$ cat config.mk
export PLATFORM = sky130hd
export DESIGN_NAME = box_motion_ctrl
export DESIGN_NICKNAME = d
export VERILOG_FILES = /design/src/rtl/box_motion_ctrl.sv
export SDC_FILE = /design/constraint.sdc
export NUM_CORES = 1
export LEC_CHECK = 0
export CAP_MARGIN = 20
export CORE_MARGIN = 3
export CORE_UTILIZATION = 33
export CTS_CLUSTER_SIZE = 20
export DETAILED_ROUTE_END_ITERATION = 6
export HOLD_SLACK_MARGIN = 0.15
export PLACE_DENSITY_LB_ADDON = 0.3
export SKIP_CTS_REPAIR_TIMING = 1
export SLEW_MARGIN = 20
export SYNTH_ARGS = -nofsm -noshare
export SYNTH_HDL_FRONTEND = slang
export SYNTH_SLANG_ARGS = --single-unit
$ cat constraint.sdc
create_clock -name clk -period 3.7 [get_ports clk]
set_input_delay 1.11 -clock clk [delete_from_list [all_inputs] [get_ports clk]]
set_output_delay 1.11 -clock clk [all_outputs]
set_load 0.02 [all_outputs]
$ cat src/rtl/box_motion_ctrl.sv
// Per-frame bouncing-box motion sequencer in the pixel clock domain.
// Computes next X then Y into shadow registers and publishes all of them on one edge.
module box_motion_ctrl #(
  parameter int H_RES    = 640,
  parameter int V_RES    = 480,
  parameter int BOX_SIZE = 200,
  parameter int SPEED_W  = 4
) (
  input  logic               clk,
  input  logic               rst_n,
  input  logic               frame_tick,
  input  logic [SPEED_W-1:0] speed,
  input  logic               pause,
  input  logic               step,
  output logic [9:0]         pos_x,
  output logic [9:0]         pos_y,
  output logic               dir_x,
  output logic               dir_y,
  output logic               bounce_x,
  output logic               bounce_y,
  output logic               busy,
  output logic               overrun,
  output logic [7:0]         frame_count
);

  typedef enum logic [1:0] {IDLE, CALC_X, CALC_Y, COMMIT} state_t;

  state_t             state;
  logic [SPEED_W-1:0] spd_q;
  logic               step_pending;
  logic [9:0]         nx, ny;
  logic               ndx, ndy, nbx, nby;
  logic [10:0]        spd_ext;

  assign spd_ext = 11'(spd_q);

  // One axis step, returned as {bounce, new_dir, new_pos}; 11-bit sums never wrap.
  function automatic logic [11:0] axis_next(input logic [9:0]  pos,
                                            input logic        dir,
                                            input logic [10:0] s,
                                            input logic [10:0] res);
    logic [10:0] p;
    p = {1'b0, pos};
    if (!dir) begin
      if (p + 11'(BOX_SIZE) + s > res) axis_next = {1'b1, 1'b1, 10'(res - 11'(BOX_SIZE))};
      else                             axis_next = {1'b0, 1'b0, 10'(p + s)};
    end else begin
      if (p < s) axis_next = {1'b1, 1'b0, 10'd0};
      else       axis_next = {1'b0, 1'b1, 10'(p - s)};
    end
  endfunction

  // NOTE: every register here, shadows included, is cleared by the async reset so an
  // aborted update leaves no stale state; all assignments are non-blocking.
  always_ff @(posedge clk or negedge rst_n) begin
    if (!rst_n) begin
      state        <= IDLE;
      spd_q        <= '0;
      step_pending <= 1'b0;
      nx           <= '0;
      ny           <= '0;
      ndx          <= 1'b0;
      ndy          <= 1'b0;
      nbx          <= 1'b0;
      nby          <= 1'b0;
      pos_x        <= '0;
      pos_y        <= '0;
      dir_x        <= 1'b0;
      dir_y        <= 1'b0;
      bounce_x     <= 1'b0;
      bounce_y     <= 1'b0;
      busy         <= 1'b0;
      overrun      <= 1'b0;
      frame_count  <= '0;
    end else begin
      bounce_x <= 1'b0;
      bounce_y <= 1'b0;
      if (step && pause)              step_pending <= 1'b1;
      if (frame_tick && state != IDLE) overrun     <= 1'b1;

      case (state)
        IDLE: begin
          // Consuming the step below overrides a step arriving in the same cycle.
          if (frame_tick && (!pause || step_pending)) begin
            spd_q        <= speed;
            step_pending <= 1'b0;
            busy         <= 1'b1;
            state        <= CALC_X;
          end
        end
        CALC_X: begin
          {nbx, ndx, nx} <= axis_next(pos_x, dir_x, spd_ext, 11'(H_RES));
          state          <= CALC_Y;
        end
        CALC_Y: begin
          {nby, ndy, ny} <= axis_next(pos_y, dir_y, spd_ext, 11'(V_RES));
          state          <= COMMIT;
        end
        COMMIT: begin
          pos_x       <= nx;
          pos_y       <= ny;
          dir_x       <= ndx;
          dir_y       <= ndy;
          bounce_x    <= nbx;
          bounce_y    <= nby;
          frame_count <= frame_count + 8'd1;
          busy        <= 1'b0;
          state       <= IDLE;
        end
        default: state <= IDLE;
      endcase
    end
  end

endmodule

==> run summary <==
ROUTE
--------------------------------------------------------------------------------------------------------
WL/cell                                                                                          16.1 µm
Final wirelength                                                                                 11.3 mm
DRT Pass-1 Iters                                                                                       6
Antenna Nets Post-Route                                                                                0
Detailed-route DRC error count                                                                         0
Avg Vias per Cell                                                                                   5.33
DR vias                                                                                             3731
Drt initial violations                                                                               335

LAYOUT
--------------------------------------------------------------------------------------------------------
Cell area after layout                                                                          5450 µm²
Inserted Diodes                                                                                        0
Area overhead of the layout relative to synthesis                                                  20.9%
Nets                                                                                                 577
Share of final-layout standard cells stronger than drive strength 1                                8.78%

FLOORPLAN
--------------------------------------------------------------------------------------------------------
Row Count                                                                                             42
Initial core utilization                                                                           33.9%
Die Height                                                                                        123 µm
Placeable core region                                                                          13300 µm²
Io pins                                                                                               43
Width of the chip                                                                                 123 µm
Full die area                                                                                  15100 µm²

TIMING
--------------------------------------------------------------------------------------------------------
Worst Skew                                                                                       7.29 ps
Peak Freq                                                                                        307 MHz
PnR worst setup slack                                                                             443 ps
Final setup violation count                                                                            0
Final period utilization                                                                           88.0%
Transition time of the tightest slew-check pin                                                    671 ps
Number of hold-slack violations in the final timing report                                             0
Setup_tns                                                                                           0 ps
Worst slew margin                                                                                  55.3%
Shortest clock period the worst path allows after layout                                         3260 ps
RSZ-0062 raised after global routing                                                                  no
Final Max Slew Viols                                                                                   0

WORST SETUP PATH
--------------------------------------------------------------------------------------------------------
Category of the worst setup path launch point                                                       flop
Sequence of cells on the critical path                                                      inv_1 -> ha_1 -> inv_1 -> ha_1 -> ha_1 -> or4_1 -> a211oi_1 -> o211a_1 -> a2bb2oi_4 -> a21oi_2 -> nor2_2 -> a21oi_1
Number of buffer and inverter instances along the worst setup path                                     2
Maximum fanout along the worst path                                                                    6
Dominant cell type by count on the critical path                                            sky130_fd_sc_hd__ha_1
Kind of end point of the critical path                                                              flop
Critical path class                                                                              reg2reg
Delay of the slowest cell on the worst path                                                       540 ps
Cell with the largest stage delay on the worst path                                         sky130_fd_sc_hd__or4_1
Crit path required time                                                                          3890 ps
Arrival time reported for the critical path endpoint                                             3450 ps
Cell family with most CP delay                                                              compound AO/OA/AOI/OAI gates

SYNTH
--------------------------------------------------------------------------------------------------------
Top cell types by occurrence after synthesis                                                65 x sky130_fd_sc_hd__dfrtp_1, 45 x sky130_fd_sc_hd__inv_1, 43 x sky130_fd_sc_hd__ha_1
Yosys warning total                                                                                    0
Most repeated cell in the gate-level netlist after synthesis                                sky130_fd_sc_hd__dfrtp_1
Adder-Cell Fraction of Synth Area                                                                  14.6%
Post-synthesis sequential area ratio                                                               36.1%
Synth Net Count                                                                                      535
Largest cells by area after synthesis                                                       sky130_fd_sc_hd__dfrtp_1 36%, sky130_fd_sc_hd__ha_1 12%, sky130_fd_sc_hd__inv_1 3.7%, sky130_fd_sc_hd__o21ai_0 3.6%, sky130_fd_sc_hd__mux2_2 3.5%
Multiplexer share of the synthesized area                                                          3.94%
Flip-flop cell with the highest count after synthesis                                       sky130_fd_sc_hd__dfrtp_1
Xor and xnor fraction of the mapped netlist area                                                   3.88%
Synth area leader                                                                           sky130_fd_sc_hd__dfrtp_1
Cell variety after synth                                                                              64
Synth async-reset ratio                                                                             100%
Count of state elements after synthesis                                                               65
Largest family of logic cells by synthesized area                                           compound AO/OA/AOI/OAI gates
Post-Synth Simple-Gate Area                                                                        14.3%
Number of synthesized flops with an enable pin                                                         0
Share of the synthesized area in compound gates (AO/OA/AOI/OAI)                                    22.0%
Per-instance average area after synthesis                                                       9.45 µm²
Proportion of netlist area held by the largest area contributor                                    36.1%
Synthesized area                                                                                4510 µm²
Count of mapped cells out of synthesis                                                               477

PLACEMENT
--------------------------------------------------------------------------------------------------------
DP Wirelength                                                                                    8.15 mm
Port Buffers                                                                                          42
Routability-driven placement congestion ratio                                                      0.882
Post-placement cell area                                                                        5130 µm²
Pre-CTS setup slack                                                                               512 ps

MIN PATH
--------------------------------------------------------------------------------------------------------
Type of the most critical hold path                                                              reg2reg

CLOCK TREE
--------------------------------------------------------------------------------------------------------
Bufs on Longest Clock Path                                                                             2
CTS Sinks                                                                                             65
Worst-skew pair later-pin latency                                                                 330 ps
Buffer cell driving the clock tree root                                                     sky130_fd_sc_hd__clkbuf_16
TritonCTS clock tree                                                                                 yes
Number of levels the H-tree was split into                                                             3
Clock buffer count from CTS                                                                            9
Post-CTS clock slew at the launch and capture registers of the worst setup and hold paths          60 ps

GLOBAL ROUTE
--------------------------------------------------------------------------------------------------------
Grt ovf                                                                                                0
Maximum number of pins on one net before global-route repair                                          66
Vias in the first global route                                                                      3693
Total Routing Usage GR                                                                             15.9%
Number of antenna violations at the first check in global routing                                      0
Wire length of the first global-routing pass                                                     19.1 mm

JOB
--------------------------------------------------------------------------------------------------------
Max capacitance violation total                                                                        0

POWER AND IR DROP
--------------------------------------------------------------------------------------------------------
Power Density                                                                                1020 nW/µm²
Maximum vdd ir drop                                                                             0.360 mV
Leakage power                                                                                 0.00238 µW

OUTCOME
--------------------------------------------------------------------------------------------------------
Run status                                                                                  finished, final reports clean

## worst paths after layout
check | from | to | slack (ps) | depth (start not counted)
max | spd_q[1] | nx[5] | 440 | 12
min | overrun | overrun | 460 | 1
max reg2reg | spd_q[1] | nx[5] | 440 | 12
min reg2reg | overrun | overrun | 460 | 1
max in group asynchronous | rst_n | pos_y[4] | 2600 | 2
min in group asynchronous | rst_n | pos_y[7] | 770 | 2
## layout make-up
| type | instances | area, µm² |
|---|---|---|
| timing repair buffer | 46 | 458 |
| clock inverter | 5 | 78.8 |
| clock buffer | 11 | 243 |
| fill | 1322 | 7840 |
| multi-input combinational | 350 | 2650 |
| inverter | 47 | 176 |
| sequential | 65 | 1630 |
| tap | 176 | 220 |
## state kept, by name (all words and copies together) (netlist names), 2 cells and up
register and count:
nx 10, pos_x 10, state 2, pos_y 10, spd_q 4, ny 10, frame_count 8
## per-layer routing
layer  global-route usage (%)  wire, µm  vias to the layer above
li1                         -         -                     1803
met1                     23.5      5650                     1828
met2                     23.9      5070                       92
met3                     2.65       475                        8
met4                     4.20        96                        0
met5                        0         0                        -
## where the power goes
group,internal [µW],switching (µW)
registers,987,374
logic,1400,1870
clock network,607,323
## cells in the final DEF, fill, tap and decap left out, types with 10 or more instances in the layout
cell / netlist / routed
sky130_fd_sc_hd__clkdlybuf4s50_1: 0 / 41
sky130_fd_sc_hd__ha_1: 43 / 43
sky130_fd_sc_hd__nand3_1: 10 / 10
sky130_fd_sc_hd__nand2_1: 38 / 38
sky130_fd_sc_hd__o21a_1: 10 / 10
sky130_fd_sc_hd__mux2_2: 14 / 14
sky130_fd_sc_hd__inv_1: 45 / 45
sky130_fd_sc_hd__xnor2_1: 16 / 16
sky130_fd_sc_hd__nor2_1: 26 / 26
sky130_fd_sc_hd__and3_1: 10 / 10
sky130_fd_sc_hd__a21oi_1: 23 / 23
sky130_fd_sc_hd__dfrtp_1: 65 / 65
sky130_fd_sc_hd__o21ai_0: 32 / 32
sky130_fd_sc_hd__o221ai_1: 10 / 10
## worst reg2reg max path: stages (launching register included)
cell and delay, ps:
sky130_fd_sc_hd__dfrtp_1 470, sky130_fd_sc_hd__inv_1 110, sky130_fd_sc_hd__ha_1 310, sky130_fd_sc_hd__inv_1 60, sky130_fd_sc_hd__ha_1 220, sky130_fd_sc_hd__ha_1 220
sky130_fd_sc_hd__or4_1 540, sky130_fd_sc_hd__a211oi_1 250, sky130_fd_sc_hd__o211a_1 240, sky130_fd_sc_hd__a2bb2oi_4 240, sky130_fd_sc_hd__a21oi_2 90, sky130_fd_sc_hd__nor2_2 250
sky130_fd_sc_hd__a21oi_1 120
## cells by family after synthesis
kind of cell / Yosys count
AO/OA/AOI/OAI: 137
XOR/XNOR: 20
adder cells (fa/ha/maj): 49
buffers and inverters: 62
flip-flops: 65
multiplexers: 16
AND/OR/NAND/NOR: 128
## metrics by stage
step	hold slack (ps)	power, µW	util, %	instances
2_1_floorplan	446	3650	-	477
3_3_place_gp	444	4550	38.6	684
3_5_place_dp	446	4600	38.6	684
4_1_cts	464	5570	41.0	700
5_1_grt	496	6050	41.0	700
6_report	460	5560	41.0	700
No activity file was read; power rests on OpenSTA's default activity.
